===== src/rtl/concentrator_pkg.sv =====
// Shared definitions for the Avalon-ST packet checker.
//   state_e    : checker FSM states (awaiting SOP, inside a packet, dropping to EOP)
//   CRC8_POLY  : CRC-8 generator polynomial (x^8+x^2+x+1), MSB-first, init 0
//   LFSR_TAPS  : Fibonacci tap mask for x^8+x^6+x^5+x^4+1 (bits 7,5,4,3)
//   lfsr_next  : one step of the backpressure LFSR, shifting left
package concentrator_pkg;

    typedef enum logic [1:0] {
        StIdle,
        StBody,
        StDrop
    } state_e;

    localparam logic [7:0] CRC8_POLY = 8'h07;
    localparam logic [7:0] LFSR_TAPS = 8'hB8;

    function automatic logic [7:0] lfsr_next(input logic [7:0] s);
        return {s[6:0], ^(s & LFSR_TAPS)};
    endfunction

endpackage


===== src/rtl/crc8_byte.sv =====
// Combinational CRC-8 update for one byte, MSB first, no reflection.
// Ports:
//   crc_in  [7:0] in   running CRC before this byte
//   data    [7:0] in   byte to fold in
//   crc_out [7:0] out  running CRC after this byte
module crc8_byte
    import concentrator_pkg::*;
(
    input  logic [7:0] crc_in,
    input  logic [7:0] data,
    output logic [7:0] crc_out
);

    always_comb begin
        crc_out = crc_in ^ data;
        for (int i = 0; i < 8; i++) begin
            if (crc_out[7]) begin
                crc_out = {crc_out[6:0], 1'b0} ^ CRC8_POLY;
            end else begin
                crc_out = {crc_out[6:0], 1'b0};
            end
        end
    end

endmodule


===== config.mk =====
export PLATFORM = sky130hd
export DESIGN_NAME = crc8_byte
export DESIGN_NICKNAME = d
export VERILOG_FILES = /design/src/rtl/concentrator_pkg.sv /design/src/rtl/crc8_byte.sv
export SDC_FILE = /design/constraint.sdc
export NUM_CORES = 1
export LEC_CHECK = 0
export CAP_MARGIN = 10
export CORE_AREA = 4 4 41 43
export DETAILED_ROUTE_END_ITERATION = 8
export DIE_AREA = 0 0 45 47
export SLEW_MARGIN = 25
export SYNTH_ARGS = -nofsm -noshare
export SYNTH_HDL_FRONTEND = slang
export SYNTH_SLANG_ARGS = --single-unit

===== constraint.sdc =====
create_clock -name vclk -period 2.3
set_clock_uncertainty 0.2 [all_clocks]
set_input_delay 0.345 -clock vclk [all_inputs]
set_output_delay 0.345 -clock vclk [all_outputs]
set_load 0.05 [all_outputs]

Yosys cells after proc, flatten, opt, wreduce, memory -nomap -nowiden

Cells that the tools add are included.

Muxes and demuxes: 8
Bitwise gates (word level): 9

Operators with widths:

| operator         | count |
|---|---|
| 2-to-1 mux 3 bit | 8 |
| NOT 3 bit        | 8 |
| XOR 8 bit        | 1 |

Bits in registers: 0
Input bits: 16
Output and inout port bits: 8
Logic and storage cells: 17

Longest topological paths before layout

Gate-level depths: netlist of the first run.

Depth in word-level cells: 17
Gate-level depth with buffers: 3
Gate-level depth less buffers: 3

Worst setup path after synthesis of the first run

No wires, ideal clock.

Kind: input to output
Start point: input data[5]
End point: output crc_out[6]
Data arrival time: 1.616 ns
Required time: 1.755 ns
Slack: 0.139 ns
Cell stages on the path: 3
Path buffers: 0
Path through: xnor2_1 xor2_1 xor2_1

Word-level cells in the longest chain between the ends: 4

RTL lines:

| item                | line            | text |
|---|---|---|
| start, declared     | crc8_byte.sv:10 | `input logic [7:0] data,` |
| XOR 8 bit *         | crc8_byte.sv:15 | `crc_out = crc_in ^ data;` |
| 2-to-1 mux 3 bit *  | crc8_byte.sv:17 | `if (crc_out[7]) begin` |
| NOT 3 bit (no line) | n/a             |  |
| 2-to-1 mux 3 bit *  | crc8_byte.sv:17 |  |
| end, declared       | crc8_byte.sv:11 | `output logic [7:0] crc_out` |

Mark *: on every way between the ends. The rest lies on a longest branch, timed or not.

Worst setup path after layout of the first run

Start point: input crc_in[5]
End point: output crc_out[7]

Word-level cells in the longest chain between the ends: 2

RTL lines:

| item             | line            | text |
|---|---|---|
| start, declared  | crc8_byte.sv:9  | `input logic [7:0] crc_in,` |
| XOR 8 bit        | crc8_byte.sv:15 |  |
| 2-to-1 mux 3 bit | crc8_byte.sv:17 |  |

Every way passes these cells.

==> implementation parameters, run 1 <==
Parameter                              Value

Finish
  Ratio of cells with drive above 1 in the final layout ... 36.0%
  Count of nets after finishing ... 68
  Count of antenna diodes in the layout ... 0
  Finished Core Util ... 46.7%
  Sequential cell area ... 0 um^2
  Count of clock-net buffers in the final layout ... 0
  Relative area change from synthesis to final layout ... 231%
  Total of fill cells in the finished design ... between 100 and 150
  Total number of sequential cells ... 0

Drt
  Antenna-violating nets left ... 0
  Initial DRT Pass Iterations ... 1
  Routed wirelength normalized by instance count ... around 8.2 um
  Remaining routing DRC violations ... 0
  Detail-routed via count per cell ... roughly 3.6
  Via total after detailed routing ... ~230
  1st-iter DRT viols ... 0
  Routed wire length ... 534 um

Setup path
  Sort of element at the end of the critical path ... primary output
  Data arrival time of the critical path ... between 1500 and 2000 ps
  Path type of the worst setup path ... input port to primary output
  Startpoint type of the worst setup path ... input port
  Data required time at the worst endpoint ... roughly 1800 ps
  Slowest-stage cell, CP ... sky130_fd_sc_hd__clkdlybuf4s50_1
  Cell-by-cell trace of the critical path ... clkdlybuf4s50_1 > xnor2_2 > xor2_2 > xor2_1 > clkbuf_16
  Peak fanout along the critical path ... 2
  Delay of the slowest critical-path stage ... 440 ps

Floorplan
  Die footprint ... about 2100 um^2
  Overall die width ... approximately 45 um
  Die H ... approximately 47 um
  Starting density of the core ... between 10% and 20%
  Core ar. ... between 1000 and 1500 um^2
  Row Count ... 13
  Number of top-level pins ... 24

Timing
  Slew @ Worst Pin ... 399 ps
  Final worst path period share ... 97.0%
  RSZ-0062 raised after global routing ... true
  Worst-case setup margin in the final layout ... around 68 ps
  Max-slew violation total from the final report ... 0
  Clock period minus final worst setup slack ... ~2200 ps
  Number of failing setup endpoints in the final timing report ... 0
  Worst max-slew margin expressed relative to the limit ... approximately 73%
  Peak clock frequency supported by timing ... 448 MHz
  Number of hold violations in the final report ... 0

Yosys
  Post-synthesis instance total ... 21
  Count of different cell masters after synthesis ... 2
  Area of the mapped netlist ... ~180 um^2
  Syn avg cell area ... between 8 and 9 um^2
  Sequential cell area fraction in the yosys report ... 0%
  Warnings, synthesis ... 0
  Net count after synthesis ... 37

Place
  HPWL after detailed placement ... 528 um
  Global placement routability congestion ... slightly below 0.6
  Port Buffer Count ... 24
  Worst slack at placement ... -34.9 ps

Pwr
  Areal power density over the cells ... 861 nW/um^2
  Max IR drop VDD ... about 0.00034 V
  Leakage power ... 0.259 nW
  Total power ... roughly 0.52 mW

Global route
  Largest net degree at the start of global routing ... 4
  Global-route congestion overflow total ... 0
  Wire length of the first global-routing pass ... around 740 um
  Global routing usage summed across all routing layers ... between 4 and 5%
  Number of antenna violations at the first check in global routing ... 0
  Via count of the first global-routing pass ... roughly 200

Run
  Max-capacitance violation count ... 0

Outcome
  Status ... finished, final reports clean

Worst hold path
  Hold/Removal Path Class ... input port to primary output
  Hold Path Depth ... 5

Clocking
  Post-CTS setup buffer count ... 0
-- repair_timing --
action / in CTS / in global routing
endpoints found under the hold margin: 0 / 0
setup endpoints to repair: 5 / 8
pin swaps: 4 / 5
resized for setup: 0 / 9
hold buffers: 0 / 0
-- cell families after synthesis --
logic type	count (synthesis)	share of synthesized area [%]
xor+xnor	21	100
-- Yosys cell counts (all sizes together) --
| cell | n | area, um^2 |
|---|---|---|
| xnor2 | 15 | 131 |
| xor2 | 6 | 52.6 |
-- layout by cell type (no fill, tap or decap), drive strengths merged --
cell type      instances
xnor2                 15
clkbuf                 1
xor2                   6
buf                   12
clkdlybuf4s50         14
dlymetal6s2s           2
-- path summary, 6_finish.rpt --
kind | start | endpoint
max | crc_in[5] | crc_out[7]
min | data[6] | crc_out[6]
-- per-layer routing --
metal  routed length [um]  track usage (%)  part of all wire [%]
met1                  154             4.72                    29
met2                  307             9.32                    57
met3                   72            0.383                    13
met4                    0                0                     0
met5                    0                0                     0
-- per-stage QoR --
stage | instance area, um^2 | std cells | TNS, ps | hold WS [ps]
detailed placement | 561 | 65 | -94.6 | 1400
CTS | 561 | 65 | -72.5 | 1410
global placement | 561 | 65 | -18.5 | 1390
floorplan | 184 | 21 | 0 | 885
global route | 608 | 65 | -18.6 | 1220
finish | 608 | 65 | 0 | 1160
-- power breakdown --
part	switching [mW]	internal [mW]
registers	0	0
logic	0.265	0.258
clock network	0	0
-- layout make-up --
cell class	instances	area (um^2)	area share, %
multi-input cells	21	221	36.4
repair buffers	29	368	60.5
well taps	15	18.8	3.09
-- worst max-delay path: cells and delay by family --
family,cells,cell delay (ps)
xor+xnor,3,680
buf+inv,2,650
Power figures use the tool's default switching activity.
==> run 2, diff against run 1 <==
--- a/config.mk
+++ b/config.mk
@@ -6,9 +6,13 @@
 export NUM_CORES = 1
 export LEC_CHECK = 0
 export CAP_MARGIN = 10
-export CORE_AREA = 4 4 41 43
+export CELL_PAD_IN_SITES_DETAIL_PLACEMENT = 2
+export CELL_PAD_IN_SITES_GLOBAL_PLACEMENT = 2
+export CORE_MARGIN = 4
+export CORE_UTILIZATION = 13
 export DETAILED_ROUTE_END_ITERATION = 8
-export DIE_AREA = 0 0 45 47
+export PLACE_DENSITY_LB_ADDON = 0.1
+export SETUP_SLACK_MARGIN = 0.02
 export SLEW_MARGIN = 25
 export SYNTH_ARGS = -nofsm -noshare
 export SYNTH_HDL_FRONTEND = slang
==> implementation parameters, run 2 (synthesized netlist as in run 1, its figures left out) <==
Parameter                              Value

Outcome
  Status ... finished, final reports clean

Global route
  Wire length of the first global-routing pass ... roughly 1100 um
  Global-route congestion overflow total ... 0
  Largest net degree at the start of global routing ... 4
  Via count of the first global-routing pass ... ~270
  Number of antenna violations at the first check in global routing ... 0
  Global routing usage summed across all routing layers ... between 6 and 7%

Floorplan
  Number of top-level pins ... 24
  Starting density of the core ... 14.0%
  Die footprint ... roughly 2100 um^2
  Row Count ... 13
  Die H ... approximately 46 um
  Overall die width ... approximately 46 um
  Core ar. ... between 1000 and 1500 um^2

Finish
  Total of fill cells in the finished design ... about 120
  Count of antenna diodes in the layout ... 0
  Relative area change from synthesis to final layout ... 280%
  Total number of sequential cells ... 0
  Count of nets after finishing ... 69
  Finished Core Util ... between 50 and 60%
  Ratio of cells with drive above 1 in the final layout ... between 50% and 60%
  Sequential cell area ... 0 um^2
  Commonest non-fill, non-tap cells in the layout ... sky130_fd_sc_hd__clkdlybuf4s50_1 (11), sky130_fd_sc_hd__xnor2_2 (8), sky130_fd_sc_hd__xnor2_1 (7), sky130_fd_sc_hd__buf_12 (7)
  Most common library cell in the layout ignoring fill and taps ... sky130_fd_sc_hd__clkdlybuf4s50_1
  Count of clock-net buffers in the final layout ... 0
  Total non-filler cell area in the finished layout ... about 700 um^2

Setup path
  Peak fanout along the critical path ... 2
  Sort of element at the end of the critical path ... primary output
  Data required time at the worst endpoint ... 1750 ps
  Last element of the critical path ... crc_out[5]
  Timing startpoint of the critical path ... data[4]
  Path type of the worst setup path ... input port to primary output
  Data arrival time of the critical path ... between 1500 and 2000 ps
  Startpoint type of the worst setup path ... input port

Drt
  Antenna-violating nets left ... 0
  Routed wire length ... about 810 um
  Detail-routed via count per cell ... roughly 3.8
  Remaining routing DRC violations ... 0
  Routed wirelength normalized by instance count ... roughly 12 um
  1st-iter DRT viols ... 1
  Initial DRT Pass Iterations ... 2
  Via total after detailed routing ... 250

Timing
  Clock period minus final worst setup slack ... approximately 2200 ps
  Peak clock frequency supported by timing ... 449 MHz
  Number of hold violations in the final report ... 0
  Final worst path period share ... 96.8%
  Max-slew violation total from the final report ... 0
  Slew @ Worst Pin ... 303 ps
  Number of failing setup endpoints in the final timing report ... 0
  Worst max-slew margin expressed relative to the limit ... around 80%

Pwr
  Leakage power ... 0.332 nW
  Max IR drop VDD ... around 0.00032 V
  Areal power density over the cells ... about 800 nW/um^2

Worst hold path
  Hold/Removal Path Class ... input port to primary output
  Hold Path Depth ... 5
  Hold Path Origin ... data[3]

Clocking
  Post-cts hold buffer count ... 0

Place
  Global placement routability congestion ... 0.651
  Area after DPL ... approximately 550 um^2
  Port Buffer Count ... 24

Run
  Max-capacitance violation count ... 0
[run 2: worst min path at each step]
stage / endpoint / slack [ps]
finish: crc_out[4] / 1160
global route: crc_out[4] / 1210
CTS: crc_out[4] / 1410
detailed placement: crc_out[1] / 1410
global placement: crc_out[1] / 1390
floorplan: crc_out[6] / 880
[run 2: layer usage]
metal  part of all wire (%)  routed length [um]  GRT usage [%]
met1                     29                 234           7.44
met5                      0                   0              0
met2                     60                 479           13.9
met3                     11                  92           1.19
met4                      0                   0              0
[run 2: worst max-delay path: stages]
cell                              delay (ps)
sky130_fd_sc_hd__clkdlybuf4s50_1         460
sky130_fd_sc_hd__xnor2_2                 270
sky130_fd_sc_hd__xor2_2                  130
sky130_fd_sc_hd__xnor2_1                 290
sky130_fd_sc_hd__buf_12                  180
[run 2: layout make-up]
type	count	area, um^2	share of cell area [%]
multi-input combinational	21	289	41.4
tap	15	18.8	2.69
timing repair buffer	30	390	55.9
[run 2: repair_timing]
item | in CTS | in global routing
endpoints found under the setup margin | 6 | 8
pin swaps | 3 | 10
gates resized for setup | 3 | 17
hold endpoints to repair | 0 | 0
setup buffers | 0 | 2
[run 2: stage by stage]
stage | setup WS, ps | hold slack (ps) | std cells | power, mW | setup TNS (ps)
after floorplan | 139 | 885 | 21 | 0.250 | 0
after detailed placement | -44.2 | 1410 | 64 | 0.517 | -165
after global routing | -52.5 | 1210 | 66 | 0.596 | -81.9
final | 74.2 | 1160 | 66 | 0.572 | 0
after global placement | -13.1 | 1390 | 64 | 0.512 | -26.1
after CTS | -41.6 | 1410 | 64 | 0.523 | -144
[run 2: where the power goes]
group | internal, mW | switching, mW
Combinational | 0.296 | 0.276
Clock | 0 | 0
Sequential | 0 | 0
==> run 3, diff against run 2 <==
--- a/config.mk
+++ b/config.mk
@@ -5,12 +5,14 @@
 export SDC_FILE = /design/constraint.sdc
 export NUM_CORES = 1
 export LEC_CHECK = 0
+export ABC_CLOCK_PERIOD_IN_PS = 2300
 export CAP_MARGIN = 10
 export CELL_PAD_IN_SITES_DETAIL_PLACEMENT = 2
 export CELL_PAD_IN_SITES_GLOBAL_PLACEMENT = 2
 export CORE_MARGIN = 4
 export CORE_UTILIZATION = 13
 export DETAILED_ROUTE_END_ITERATION = 8
+export GPL_ROUTABILITY_DRIVEN = 0
 export PLACE_DENSITY_LB_ADDON = 0.1
 export SETUP_SLACK_MARGIN = 0.02
 export SLEW_MARGIN = 25
==> results of run 3 <==
Same layout as run 2: the final DEF is identical, and so are final timing and power.
